## src/rtl/flash_cmd_pkg.sv

```systemverilog
// flash_cmd_pkg
// Shared constants and state encodings for the UART-to-flash command engine.
// Holds the command opcodes, reply bytes, the 4-bit parser/TX state encoding
// and the flash bus sequencer state encoding.
package flash_cmd_pkg;

    // Command opcodes received from the UART
    localparam logic [7:0] OP_READ   = 8'h52;
    localparam logic [7:0] OP_WRITE  = 8'h57;
    localparam logic [7:0] OP_STATUS = 8'h53;

    // Reply bytes
    localparam logic [7:0] RSP_ACK = 8'h06;
    localparam logic [7:0] RSP_NAK = 8'h15;

    // Parser / transmit state encoding
    localparam logic [3:0] ST_IDLE     = 4'd0;
    localparam logic [3:0] ST_ADDR     = 4'd1;
    localparam logic [3:0] ST_WDATA    = 4'd2;
    localparam logic [3:0] ST_RD       = 4'd3;
    localparam logic [3:0] ST_WR       = 4'd4;
    localparam logic [3:0] ST_WAIT_RDY = 4'd5;
    localparam logic [3:0] ST_TX_LOAD  = 4'd6;
    localparam logic [3:0] ST_TX_WAIT1 = 4'd7;
    localparam logic [3:0] ST_TX_DRAIN = 4'd8;

    typedef enum logic [3:0] {
        IDLE     = ST_IDLE,
        ADDR     = ST_ADDR,
        WDATA    = ST_WDATA,
        RD       = ST_RD,
        WR       = ST_WR,
        WAIT_RDY = ST_WAIT_RDY,
        TX_LOAD  = ST_TX_LOAD,
        TX_WAIT1 = ST_TX_WAIT1,
        TX_DRAIN = ST_TX_DRAIN
    } state_t;

    // Flash bus sequencer states
    typedef enum logic [2:0] {
        SEQ_IDLE   = 3'd0,
        SEQ_READ   = 3'd1,
        SEQ_WSETUP = 3'd2,
        SEQ_WLOW   = 3'd3,
        SEQ_WHOLD  = 3'd4
    } seq_state_t;

endpackage

```

## src/rtl/flash_bus_seq.sv

```systemverilog
// flash_bus_seq
// Generates the NOR flash strobe timing for one read or one write cycle.
// Ports:
//   clk, rst_n      : clock, asynchronous active-low reset
//   start, we       : begin a cycle this clock; we=1 selects write
//   addr, wdata     : word address and write data, sampled with start
//   flash_dq_i      : read data from the flash
//   flash_a, flash_dq_o, flash_dq_oe, flash_nce, flash_noe, flash_nwe : flash pins
//   done            : one-cycle pulse once the cycle has fully released the bus
//   rdata           : read data captured on the last access cycle
module flash_bus_seq
    import flash_cmd_pkg::*;
#(
    parameter int ACCESS_CYCLES = 6,
    parameter int WE_CYCLES     = 4
) (
    input  logic        clk,
    input  logic        rst_n,
    input  logic        start,
    input  logic        we,
    input  logic [25:0] addr,
    input  logic [15:0] wdata,
    input  logic [15:0] flash_dq_i,
    output logic [25:0] flash_a,
    output logic [15:0] flash_dq_o,
    output logic        flash_dq_oe,
    output logic        flash_nce,
    output logic        flash_noe,
    output logic        flash_nwe,
    output logic        done,
    output logic [15:0] rdata
);

    localparam logic [3:0] ACC_LAST = 4'(ACCESS_CYCLES - 1);
    localparam logic [3:0] WE_LAST  = 4'(WE_CYCLES - 1);

    seq_state_t seq_state;
    logic [3:0] cnt;

    // All strobes are registered so the pins never glitch. The read path
    // only lowers noe and the write path only lowers nwe, and dq_oe is only
    // raised on the write path, which keeps noe/nwe/dq_oe mutually exclusive.
    always_ff @(posedge clk or negedge rst_n) begin
        if (!rst_n) begin
            seq_state   <= SEQ_IDLE;
            cnt         <= 4'd0;
            flash_a     <= 26'd0;
            flash_dq_o  <= 16'd0;
            flash_dq_oe <= 1'b0;
            flash_nce   <= 1'b1;
            flash_noe   <= 1'b1;
            flash_nwe   <= 1'b1;
            done        <= 1'b0;
            rdata       <= 16'd0;
        end else begin
            done <= 1'b0;
            case (seq_state)
                SEQ_IDLE: begin
                    if (start) begin
                        flash_a   <= addr;
                        flash_nce <= 1'b0;
                        cnt       <= 4'd0;
                        if (we) begin
                            flash_dq_o  <= wdata;
                            flash_dq_oe <= 1'b1;
                            seq_state   <= SEQ_WSETUP;
                        end else begin
                            flash_noe <= 1'b0;
                            seq_state <= SEQ_READ;
                        end
                    end
                end
                SEQ_READ: begin
                    // Data is sampled at the end of the last access cycle
                    if (cnt == ACC_LAST) begin
                        rdata     <= flash_dq_i;
                        flash_noe <= 1'b1;
                        flash_nce <= 1'b1;
                        done      <= 1'b1;
                        seq_state <= SEQ_IDLE;
                    end else begin
                        cnt <= cnt + 4'd1;
                    end
                end
                SEQ_WSETUP: begin
                    flash_nwe <= 1'b0;
                    cnt       <= 4'd0;
                    seq_state <= SEQ_WLOW;
                end
                SEQ_WLOW: begin
                    if (cnt == WE_LAST) begin
                        flash_nwe <= 1'b1;
                        seq_state <= SEQ_WHOLD;
                    end else begin
                        cnt <= cnt + 4'd1;
                    end
                end
                SEQ_WHOLD: begin
                    flash_nce   <= 1'b1;
                    flash_dq_oe <= 1'b0;
                    done        <= 1'b1;
                    seq_state   <= SEQ_IDLE;
                end
                default: seq_state <= SEQ_IDLE;
            endcase
        end
    end

endmodule

```

## src/rtl/flash_cmd_ctrl.sv

```systemverilog
// flash_cmd_ctrl
// UART byte command parser driving a parallel NOR flash. Accepts 'R' (read),
// 'W' (write + wait for ready) and 'S' (status) commands and returns reply
// bytes through the UART transmitter handshake.
// Ports:
//   clk, rst_n              : 48 MHz clock, asynchronous active-low reset
//   rx_data, rx_rdy         : received byte and its one-cycle strobe
//   tx_data, tx_rdy, tx_busy: byte to send, one-cycle send strobe, UART active
//   flash_*                 : flash address, data, strobes and RY/BY
//   busy                    : high whenever a command is in progress
module flash_cmd_ctrl
    import flash_cmd_pkg::*;
#(
    parameter int          ACCESS_CYCLES = 6,
    parameter int          WE_CYCLES     = 4,
    parameter logic [23:0] READY_TIMEOUT = 24'd4_800_000,
    parameter logic [19:0] IDLE_TIMEOUT  = 20'd480_000
) (
    input  logic        clk,
    input  logic        rst_n,
    input  logic [7:0]  rx_data,
    input  logic        rx_rdy,
    output logic [7:0]  tx_data,
    output logic        tx_rdy,
    input  logic        tx_busy,
    output logic [25:0] flash_a,
    output logic [15:0] flash_dq_o,
    input  logic [15:0] flash_dq_i,
    output logic        flash_dq_oe,
    output logic        flash_nce,
    output logic        flash_noe,
    output logic        flash_nwe,
    input  logic        flash_ready,
    output logic        busy
);

    state_t      state;
    logic [1:0]  byte_cnt;
    logic        op_write;
    logic [25:0] addr_sr;
    logic [15:0] wdata_sr;
    logic [15:0] tx_buf;
    logic [1:0]  tx_left;
    logic [23:0] wait_cnt;
    logic [19:0] idle_cnt;

    logic        seq_start;
    logic        seq_we;
    logic [25:0] seq_addr;
    logic [15:0] seq_wdata;
    logic        seq_done;
    logic [15:0] seq_rdata;

    // The flash cycle is launched in the same clock that accepts the final
    // command byte, so the byte is folded straight into the address/data
    // handed to the sequencer instead of waiting for the shift registers.
    assign seq_start = rx_rdy &&
                       (((state == ADDR) && (byte_cnt == 2'd3) && !op_write) ||
                        ((state == WDATA) && (byte_cnt == 2'd1)));
    assign seq_we    = (state == WDATA);
    assign seq_addr  = (state == ADDR) ? {addr_sr[17:0], rx_data} : addr_sr;
    assign seq_wdata = {wdata_sr[7:0], rx_data};
    assign busy      = (state != IDLE);

    flash_bus_seq #(
        .ACCESS_CYCLES (ACCESS_CYCLES),
        .WE_CYCLES     (WE_CYCLES)
    ) u_bus_seq (
        .clk         (clk),
        .rst_n       (rst_n),
        .start       (seq_start),
        .we          (seq_we),
        .addr        (seq_addr),
        .wdata       (seq_wdata),
        .flash_dq_i  (flash_dq_i),
        .flash_a     (flash_a),
        .flash_dq_o  (flash_dq_o),
        .flash_dq_oe (flash_dq_oe),
        .flash_nce   (flash_nce),
        .flash_noe   (flash_noe),
        .flash_nwe   (flash_nwe),
        .done        (seq_done),
        .rdata       (seq_rdata)
    );

    // Command parser and reply transmitter. Replies are queued in tx_buf
    // high byte first; tx_left says how many bytes remain to be sent.
    always_ff @(posedge clk or negedge rst_n) begin
        if (!rst_n) begin
            state    <= IDLE;
            byte_cnt <= 2'd0;
            op_write <= 1'b0;
            addr_sr  <= 26'd0;
            wdata_sr <= 16'd0;
            tx_buf   <= 16'd0;
            tx_left  <= 2'd0;
            wait_cnt <= 24'd0;
            idle_cnt <= 20'd0;
            tx_data  <= 8'd0;
            tx_rdy   <= 1'b0;
        end else begin
            tx_rdy <= 1'b0;
            case (state)
                IDLE: begin
                    if (rx_rdy) begin
                        byte_cnt <= 2'd0;
                        idle_cnt <= 20'd0;
                        case (rx_data)
                            OP_READ: begin
                                op_write <= 1'b0;
                                state    <= ADDR;
                            end
                            OP_WRITE: begin
                                op_write <= 1'b1;
                                state    <= ADDR;
                            end
                            OP_STATUS: begin
                                tx_buf  <= {7'd0, flash_ready, 8'h00};
                                tx_left <= 2'd1;
                                state   <= TX_LOAD;
                            end
                            default: begin
                                tx_buf  <= {RSP_NAK, 8'h00};
                                tx_left <= 2'd1;
                                state   <= TX_LOAD;
                            end
                        endcase
                    end
                end
                ADDR: begin
                    // A byte arriving in the expiry cycle wins over the timeout
                    if (rx_rdy) begin
                        idle_cnt <= 20'd0;
                        addr_sr  <= {addr_sr[17:0], rx_data};
                        if (byte_cnt == 2'd3) begin
                            byte_cnt <= 2'd0;
                            state    <= op_write ? WDATA : RD;
                        end else begin
                            byte_cnt <= byte_cnt + 2'd1;
                        end
                    end else if (idle_cnt == IDLE_TIMEOUT - 20'd1) begin
                        state <= IDLE;
                    end else begin
                        idle_cnt <= idle_cnt + 20'd1;
                    end
                end
                WDATA: begin
                    if (rx_rdy) begin
                        idle_cnt <= 20'd0;
                        wdata_sr <= {wdata_sr[7:0], rx_data};
                        if (byte_cnt == 2'd1) begin
                            byte_cnt <= 2'd0;
                            state    <= WR;
                        end else begin
                            byte_cnt <= byte_cnt + 2'd1;
                        end
                    end else if (idle_cnt == IDLE_TIMEOUT - 20'd1) begin
                        state <= IDLE;
                    end else begin
                        idle_cnt <= idle_cnt + 20'd1;
                    end
                end
                RD: begin
                    if (seq_done) begin
                        tx_buf  <= seq_rdata;
                        tx_left <= 2'd2;
                        state   <= TX_LOAD;
                    end
                end
                WR: begin
                    if (seq_done) begin
                        wait_cnt <= 24'd0;
                        state    <= WAIT_RDY;
                    end
                end
                WAIT_RDY: begin
                    // RY/BY takes a couple of cycles to fall after the write,
                    // so it is not trusted during the first two cycles.
                    if ((wait_cnt >= 24'd2) && flash_ready) begin
                        tx_buf  <= {RSP_ACK, 8'h00};
                        tx_left <= 2'd1;
                        state   <= TX_LOAD;
                    end else if (wait_cnt == READY_TIMEOUT - 24'd1) begin
                        tx_buf  <= {RSP_NAK, 8'h00};
                        tx_left <= 2'd1;
                        state   <= TX_LOAD;
                    end else begin
                        wait_cnt <= wait_cnt + 24'd1;
                    end
                end
                TX_LOAD: begin
                    if (!tx_busy) begin
                        tx_data <= tx_buf[15:8];
                        tx_buf  <= {tx_buf[7:0], 8'h00};
                        tx_left <= tx_left - 2'd1;
                        tx_rdy  <= 1'b1;
                        state   <= TX_WAIT1;
                    end
                end
                TX_WAIT1: begin
                    // The UART raises txactive one cycle late; skip that cycle
                    state <= TX_DRAIN;
                end
                TX_DRAIN: begin
                    if (!tx_busy) begin
                        state <= (tx_left != 2'd0) ? TX_LOAD : IDLE;
                    end
                end
                default: state <= IDLE;
            endcase
        end
    end

endmodule

```

## config.mk

```make
export PLATFORM = sky130hd
export DESIGN_NAME = flash_cmd_ctrl
export DESIGN_NICKNAME = d
export VERILOG_FILES = /design/src/rtl/flash_cmd_pkg.sv /design/src/rtl/flash_bus_seq.sv /design/src/rtl/flash_cmd_ctrl.sv
export SDC_FILE = /design/constraint.sdc
export NUM_CORES = 1
export LEC_CHECK = 0
export ABC_AREA = 1
export CAP_MARGIN = 20
export CORE_MARGIN = 1.5
export CORE_UTILIZATION = 46
export CTS_CLUSTER_DIAMETER = 40
export DETAILED_ROUTE_END_ITERATION = 12
export MAX_ROUTING_LAYER = met4
export PLACE_DENSITY_LB_ADDON = 0.05
export SLEW_MARGIN = 25
export SYNTH_ARGS = -nofsm -noshare
export SYNTH_HDL_FRONTEND = slang
export SYNTH_SLANG_ARGS = --single-unit
export TNS_END_PERCENT = 5
```

## constraint.sdc

```tcl
create_clock -name clk -period 2 [get_ports clk]
set_input_delay 0.4 -clock clk [delete_from_list [all_inputs] [get_ports clk]]
set_output_delay 0.4 -clock clk [all_outputs]
set_load 0.03 [all_outputs]
```

==> flow_metrics.tcl, run 1 <==
set metrics [dict create \
    antenna_found_initial 0 \
    slowest_stage "clkdlybuf4s50_1" \
    fin_ws_ps 54.4 \
    ys_warn_count 0 \
    numClockSinks 182 \
    muxShareOfSynthArea_pct 0 \
    synth-seq-cells 182 \
    start_kind "register" \
    htreeDepth 4 \
    regArea_um2 4560 \
    min_period_over_period_pct 97.3 \
    yosysTopAreaCell "dfrtp_1" \
    rows 51 \
    slew_headroom_pct 65.1 \
    synth-seq-area-share_pct 49.6 \
    viasPerCell 4.97 \
    syn_to_final_growth_pct 25.4 \
    p_total_mw 15.7 \
    worst-endpoint-required_ps 1600 \
    path_buf_inv 1 \
    io_buffer_count 84 \
    report.final.slew_viol_count 0 \
    synth.top_cell.area_share_pct 48.7 \
    fp.dieH_um 144 \
    syn-mean-instance-area_um2 7.53 \
    fin_hold_ws_ps 469 \
    path_cells "clkdlybuf4s50_1" \
    start_util_pct 47.1 \
    wire_per_inst_um 13.9 \
    grt_max_degree 59 \
    async_flop_share_pct 100 \
    grt_pass1_vias 7825 \
    p_leak_nw 5.66 \
    synthFlopType "dfrtp_1" \
    diodes 0 \
    setup_viol 0 \
    cts_tree "yes" \
    wl_mm 22.9 \
    run_status "finished clean" \
    grt-ovfl-total 0 \
    tightest_slew_ps 524 \
    synth_xor_xnor_area_share_pct 1.52 \
    io_pins 85 \
    critPathTopFamily "buffers and inverters" \
    post-place-ws_ps -248 \
    synth.distinct_cells 38 \
    grt_pass1_wl_mm 38.5 \
    clkTransAtPathRegs_ps 70 \
    drtIter0Drc 514 \
    synthTopCellsByArea "dfrtp_1 49%, nand2_1 19%, inv_1 5.0%" \
    fmax_ghz 0.514 \
    insertion_delay_ps 440 \
    skew_ps 10.5 \
    numCtsBuffers 17 \
    die_w_um 144 \
    dieArea_um2 20800 \
    syn_inst 1221 \
    coreArea_um2 19500 \
    rsz0062_at_grt "true" \
    crit_arrival_ps 1550 \
    nFillCells 1906 \
    root_buffer "clkbuf_16" \
    synth_top_family_by_area "simple AND/OR/NAND/NOR gates" \
    grt.total_usage_pct 24.0 \
    final_hold_viol_count 0 \
    fin_nets 1406 \
    max_stage_delay_ps 700 \
    synth_edf_count 0 \
    drv_cap 0 \
    cts_buffer_depth 2 \
    syn_nets 1259 \
    setup_tns_ps 0 \
    crit_type "register to output port" \
    worstPathMaxFanout 2 \
    num_vias 8181 \
    crit_path_end_kind "output port" \
    hold_path.class "register to register" \
    synth-simple-area-share_pct 31.9 \
    irDropWorstVdd_mv 1.01 \
    yosys.area_share.adder_pct 1.22 \
    first_pass_iters 7 \
    antenna_left 0 \
    dp_hpwl_mm 16.4 \
    drive_above_1_share_pct 10.9 \
    yosys-top-cells-count "472 x nand2_1, 179 x dfrtp_1, 122 x inv_1" \
    yosysMostFrequentCell "nand2_1" \
    powerDensity_nw_per_um2 1370 \
    multi_input_area_um2 4000 \
    syn-cell-area_um2 9200 \
    fin_crit_ps 1950 \
    gp_congestion 0.893 \
    synth_compound_area_share_pct 8.52 \
    drc 0 \
]
==> stage by stage <==
stage	instances	util, %	cell area, um2
3_5_place_dp	1610	55.8	10900
6_report	1646	59.1	11500
5_1_grt	1646	59.1	11500
2_1_floorplan	1221	-	9200
4_1_cts	1645	58.9	11500
3_3_place_gp	1610	55.8	10900
==> layout by cell type, fill, tap and decap left out, types with 8 or more instances in the layout <==
cell	instances
a21oi_1	17
buf_12	9
buf_4	70
clkbuf_16	17
clkdlybuf4s50_1	79
dfrtp_1	177
ha_1	9
inv_1	121
nand2_1	470
nand3_1	80
nand4_1	24
nor2_1	98
nor3_1	15
o211ai_1	27
o21ai_0	80
xnor2_1	8
xor2_1	8
==> cell type report <==
type	instances	area share, %
clock buffer	18	3.72
clock inverter	14	1.37
inverter	130	4.26
multi-input combinational	872	34.7
sequential	182	39.6
tap	265	2.88
timing repair buffer	165	13.6
==> final timing paths <==
kind	depth (start not counted)	startpoint	endpoint	slack, ps
max in group asynchronous	3	rst_n	u_bus_seq.flash_nce$_DFFE_PN1P_	870
min in group asynchronous	2	rst_n	idle_cnt[8]$_DFFE_PN0P_	510
worst min-delay path	2	u_bus_seq.flash_noe$_DFFE_PN1P_	u_bus_seq.flash_noe$_DFFE_PN1P_	470
worst max-delay path	1	u_bus_seq.flash_dq_oe$_DFFE_PN0P_	flash_dq_oe	50
worst max register to register	12	state[2]$_DFFE_PN0P_	state[0]$_DFFE_PN0P_	110
worst min register to register	2	u_bus_seq.flash_noe$_DFFE_PN1P_	u_bus_seq.flash_noe$_DFFE_PN1P_	470
==> layer usage <==
layer | track usage [%] | part of all wire, % | up-vias
li1 | - | - | 4165
met1 | 32.7 | 49 | 3837
met2 | 37.1 | 47 | 152
met3 | 3.25 | 3.2 | 27
met4 | 8.35 | 1.7 | 0
met5 | - | 0 | -
==> kinds of logic after synthesis <==
logic type | after synthesis
compound gates | 136
flops | 182
xor+xnor | 16
simple gates | 711
fa+ha+maj | 9
buf+inv | 167
==> report_power, final <==
part / leakage [nW] / switching, mW / internal (mW) / total (mW)
registers: 2.36 / 0.761 / 4.90 / 5.66
logic: 3.02 / 4.12 / 2.60 / 6.72
clock network: 0.281 / 1.68 / 1.68 / 3.36
==> timing repair <==
action	4_1_cts	5_1_grt
endpoints found under the hold margin	51	0
endpoints found under the setup margin	4	71
gates resized for setup	4	12
hold buffers	1	0
pin swaps	1	1
buffers inserted	2	1
==> worst reg2reg max path, stage by stage (launching register included) <==
cell	delay (ps)
dfrtp_2	450
nor2_4	130
buf_4	120
buf_4	140
nand2_4	60
buf_4	160
inv_1	70
nand2_1	50
a21oi_1	230
nor2_1	110
buf_4	150
nand3_1	70
nand2_1	50
==> state kept, by name (all words and copies together) (netlist names), 3 cells and up <==
| name | flops |
|---|---|
| tx_data | 8 |
| idle_cnt | 20 |
| u_bus_seq.flash_dq_o | 16 |
| addr_sr | 26 |
| wait_cnt | 24 |
| u_bus_seq.flash_a | 26 |
| state | 4 |
| u_bus_seq.cnt | 4 |
| u_bus_seq.rdata | 16 |
| u_bus_seq.seq_state | 3 |
| wdata_sr | 8 |
| tx_buf | 16 |
Note: power is estimated with default switching activity, not from simulation.
==> inputs of run 2 (changes only) <==
- SKIP_CTS_REPAIR_TIMING: not set -> 1
- clock period: 2 -> 1.8 ns (I/O delays scaled with it)
==> run 2 against run 1 <==
Non-clock buffer count grew 43. Flip-flop and latch count unchanged. Critical path type unchanged. Sequential power increased by 11%. Critical path depth is 4 higher. Final cell count increased by 2.7%. The run now ends with negative setup slack left.
==> flow_metrics.tcl, run 2 (synthesized netlist as in run 1, its figures left out) <==
set metrics [dict create \
    run_status "finished, violations left" \
    failed_checks "negative setup slack" \
    highest_layer "met4" \
    wl_met2_mm 11.0 \
    wire_per_inst_um 13.9 \
    num_vias 8359 \
    die_w_um 144 \
    p_clk_share_pct 21.7 \
    power_frac_comb_pct 43.1 \
    dieArea_um2 20800 \
    worstPathMaxFanout 4 \
    nFillCells 1798 \
    report.final.slew_viol_count 0 \
    slew_headroom_pct 69.5 \
    grt-ovfl-total 0 \
    wl_mm 23.5 \
    coreArea_um2 19500 \
    final_common_cell "nand2_1" \
    p_int_mw 10.5 \
    grt_pass1_wl_mm 39.0 \
    wl_met3_um 690 \
    powerDensity_nw_per_um2 1470 \
    skew_ps 9.63 \
    p_leak_nw 6.79 \
    slowest_stage "dfrtp_1" \
    syn_to_final_growth_pct 31.7 \
    crit_arrival_ps 1580 \
    critPathMostFrequentCell "buf_4" \
    fin_crit_ps 1940 \
    grt_max_degree 52 \
    clkTransAtPathRegs_ps 70 \
    max_stage_delay_ps 440 \
    fp.dieH_um 144 \
    antenna_found_initial 0 \
    first_pass_iters 5 \
    reg_top3 "addr_sr (26), u_bus_seq.flash_a (26), wait_cnt (24)" \
    dp_hpwl_mm 16.7 \
    setup_tns_ps -139 \
    irDropWorstVdd_mv 0.878 \
    drv_cap 0 \
    htreeDepth 4 \
    io_buffer_count 84 \
    insertion_delay_ps 440 \
    start_kind "register" \
    crit_type "register to output port" \
    worst-endpoint-required_ps 1440 \
    grt_pass1_vias 7998 \
    drc 0 \
    ff2ff_setup_slack_ps 10 \
    tightest_slew_ps 454 \
    utilization_pct 62.0 \
    final_hold_viol_count 0 \
    path_cells "nor2_4 > buf_4 > nand2_2 > buf_4 > buf_4" \
    setup_viol 1 \
    rows 51 \
    wl_met1_mm 11.6 \
    crit_path_end_kind "output port" \
    hold_path.class "primary input to asynchronous set/reset pin" \
    final_cell_mix "461 x nand2_1, 177 x dfrtp_1, 120 x inv_1, 112 x buf_4, 95 x nor2_1" \
    grt.total_usage_pct 24.4 \
    numClockSinks 182 \
    start_util_pct 47.1 \
    critPathTopFamily "buffers and inverters" \
    reg2reg_depth 11 \
    drive_above_1_share_pct 14.8 \
    min_period_over_period_pct 108 \
    root_buffer "clkbuf_16" \
    cts_tree "yes" \
    numCtsBuffers 17 \
    reg2reg_from "wait_cnt[0]$_DFFE_PN0P_" \
    cts_buffer_depth 2 \
    reg2reg_to "tx_buf[13]$_DFFE_PN0P_" \
    p_seq_share_pct 35.2 \
    fin_ws_ps -139 \
    io_pins 85 \
    path_buf_inv 3 \
    antenna_left 0 \
    fin_nets 1450 \
    fmax_ghz 0.516 \
    diodes 0 \
    switchingPower_mw 7.35 \
    viasPerCell 4.95 \
    power.share.switching_pct 41.3 \
    drtIter0Drc 479 \
    gp_congestion 0.888 \
    rsz0062_at_grt "true" \
]
[run 2: layout make-up]
cell class / instances / area (um2) / share of cell area [%]
well taps: 265 / 332 / 2.74
clock inverters: 14 / 171 / 1.42
flip-flops and latches: 182 / 4560 / 37.7
inverters: 130 / 492 / 4.06
multi-input cells: 872 / 4080 / 33.7
repair inverters: 1 / 7.51 / 0.0620
clock buffers: 18 / 439 / 3.63
repair buffers: 208 / 2030 / 16.8
[run 2: stage by stage]
stage | power, mW | instances | setup slack [ps] | hold slack [ps] | instance area [um2]
final | 17.8 | 1690 | -139 | 398 | 12100
after global routing | 19.1 | 1690 | -205 | 434 | 12100
after CTS | 17.8 | 1685 | -226 | -169 | 11800
after detailed placement | 13.9 | 1653 | -355 | 298 | 11200
after global placement | 13.8 | 1653 | -328 | 301 | 11200
after floorplan | 10.6 | 1221 | -25.4 | 64.4 | 9210
[run 2: worst max path at each step]
stage,startpoint,to,slack (ps),cells past startpoint
after floorplan,state[3]$_DFFE_PN0P_,tx_left[0]$_DFFE_PN0P_,-30,9
after global placement,rx_data[2],tx_buf[10]$_DFFE_PN0P_,-330,10
after detailed placement,rx_rdy,u_bus_seq.flash_dq_o[15]$_DFFE_PN0P_,-350,10
after CTS,u_bus_seq.flash_nwe$_DFFE_PN1P_,flash_nwe,-230,1
after global routing,state[3]$_DFFE_PN0P_,busy,-200,5
final,state[2]$_DFFE_PN0P_,busy,-140,5
[run 2: power by group through the flow]
stage	clock network [mW]	logic (mW)	registers [mW]
after floorplan	0	3.53	7.11
final	3.87	7.68	6.27
after global routing	4.10	8.55	6.44
after global placement	0	7.44	6.36
after CTS	3.94	7.58	6.28
after detailed placement	0	7.52	6.34
[run 2: metal layers]
metal,vias up,GRT usage (%)
met1,3943,33.9
met4,0,6.06
met5,-,-
li1,4258,-
met3,18,3.48
met2,140,38.0
==> inputs of run 3 (changes only) <==
- CORE_ASPECT_RATIO: not set -> 0.8
- CORE_UTILIZATION: 46 -> 35
==> run 3 against run 2 <==
The run still ends with negative setup slack left. Worst hold slack better by 49 ps. Highest routed layer unchanged. Largest cell class unchanged. Combinational power up 7.2%. Non-clock buffer count up 16. Global-route usage down 4.6 points. Clock skew up 2.3 ps. Sequential power down 1%. Via count down 0.35%. Critical path depth down 1.
==> flow_metrics.tcl, run 3 (synthesized netlist as in run 1, its figures left out) <==
set metrics [dict create \
    fin_hold_ws_ps 447 \
    antenna_left 0 \
    run_status "finished, violations left" \
    cts_buffer_depth 2 \
    io_pins 85 \
    fp.dieH_um 148 \
    numCtsBuffers 17 \
    grt.total_usage_pct 19.8 \
    first_pass_iters 5 \
    fin_nets 1466 \
    worst-endpoint-required_ps 1440 \
    report.final.slew_viol_count 0 \
    p_total_mw 18.5 \
    insertion_delay_ps 440 \
    max_stage_delay_ps 450 \
    rsz0062_at_grt "true" \
    fin_crit_ps 1910 \
    tightest_slew_ps 435 \
    grt_pass1_wl_mm 41.5 \
    grt_pass1_vias 8028 \
    setup_viol 24 \
    drive_above_1_share_pct 16.6 \
    crit_arrival_ps 1550 \
    syn_to_final_growth_pct 36.0 \
    coreArea_um2 25600 \
    regArea_um2 4560 \
    numClockSinks 182 \
    stdcell_count 1791 \
    diodes 0 \
    hold_path.class "primary input to asynchronous set/reset pin" \
    powerDensity_nw_per_um2 1480 \
    failed_checks "negative setup slack" \
    root_buffer "clkbuf_16" \
    htreeDepth 4 \
    die_w_um 184 \
    grt_max_degree 43 \
    fmax_ghz 0.524 \
    final_cell_mix "463 x nand2_1, 175 x dfrtp_1, 120 x buf_4, 119 x inv_1, 90 x nor2_1" \
    num_vias 8330 \
    reg2reg_depth 9 \
    path_buf_inv 2 \
    worstPathMaxFanout 5 \
    drtIter0Drc 556 \
    wire_per_inst_um 14.1 \
    min_period_over_period_pct 106 \
    dp_hpwl_mm 17.9 \
    antenna_found_initial 0 \
    drc 0 \
    gp_congestion 0.874 \
    rows 52 \
    crit_path_end_kind "output port" \
    setup_tns_ps -645 \
    cts_tree "yes" \
    final_common_cell "nand2_1" \
    drv_cap 0 \
    clkTransAtPathRegs_ps 70 \
    slew_headroom_pct 71.0 \
    dp.cells 1747 \
    nFillCells 2582 \
    dieArea_um2 27300 \
    wl_mm 25.2 \
    critPathTopFamily "flip-flops" \
    reg_top3 "addr_sr (26), u_bus_seq.flash_a (26), wait_cnt (24)" \
    fin_ws_ps -107 \
    multi_input_area_um2 4170 \
    crit_type "register to output port" \
    p_leak_nw 6.94 \
    start_util_pct 36.0 \
    irDropWorstVdd_mv 0.729 \
    utilization_pct 48.9 \
    skew_ps 11.9 \
    viasPerCell 4.65 \
    grt-ovfl-total 0 \
    start_kind "register" \
    slowest_stage "dfrtp_2" \
    path_cells "nor2_4 > buf_4 > nand2_2 > buf_2" \
    critical_path_depth 4 \
    final_hold_viol_count 0 \
    io_buffer_count 84 \
]
-- run 3: changes by cell type in the layout (fill, tap and decap cells not counted), sizes merged --
cell      change
buf          +14
clkinvlp      -1
nand3         +1
bufinv        +3
clkbuf        +2
inv           -3
clkinv        -1
-- run 3: per-layer routing --
| metal | up-vias | GRT usage, % | wire length (um) |
|---|---|---|---|
| met4 | 0 | 4.47 | 211 |
| li1 | 4284 | - | - |
| met5 | - | - | 0 |
| met2 | 167 | 26.7 | 10300 |
| met1 | 3865 | 30.4 | 13600 |
| met3 | 14 | 3.72 | 1080 |
-- run 3: final timing paths --
kind | startpoint | to | slack, ps
setup / recovery | state[2]$_DFFE_PN0P_ | busy | -110
hold / removal | rst_n | u_bus_seq.flash_a[21]$_DFFE_PN0P_ | 450
setup reg to reg | state[2]$_DFFE_PN0P_ | tx_buf[12]$_DFFE_PN0P_ | -60
hold reg to reg | u_bus_seq.flash_noe$_DFFE_PN1P_ | u_bus_seq.flash_noe$_DFFE_PN1P_ | 460
max in group asynchronous | rst_n | state[0]$_DFFE_PN0P_ | 780
min in group clk | u_bus_seq.flash_noe$_DFFE_PN1P_ | u_bus_seq.flash_noe$_DFFE_PN1P_ | 460
-- run 3: final cells by class --
class                           count  area share [%]
Tap cell                          351            3.51
Multi-Input combinational cell    873            33.4
Clock buffer                       18            3.43
Clock inverter                     13            1.55
Sequential cell                   182            36.5
Timing Repair Buffer              224            17.7
Inverter                          130            3.96
-- run 3: metrics by stage --
stage	instance area [um2]	worst slack (ps)
floorplan	9210	-25.4
global placement	11400	-364
detailed placement	11400	-406
CTS	12000	-424
global route	12500	-186
finish	12500	-107
-- run 3: report_power, final --
group / switching [mW] / total [mW] / internal, mW
Sequential: 0.757 / 6.20 / 5.45
Clock: 1.72 / 4.06 / 2.34
Combinational: 4.96 / 8.23 / 3.27
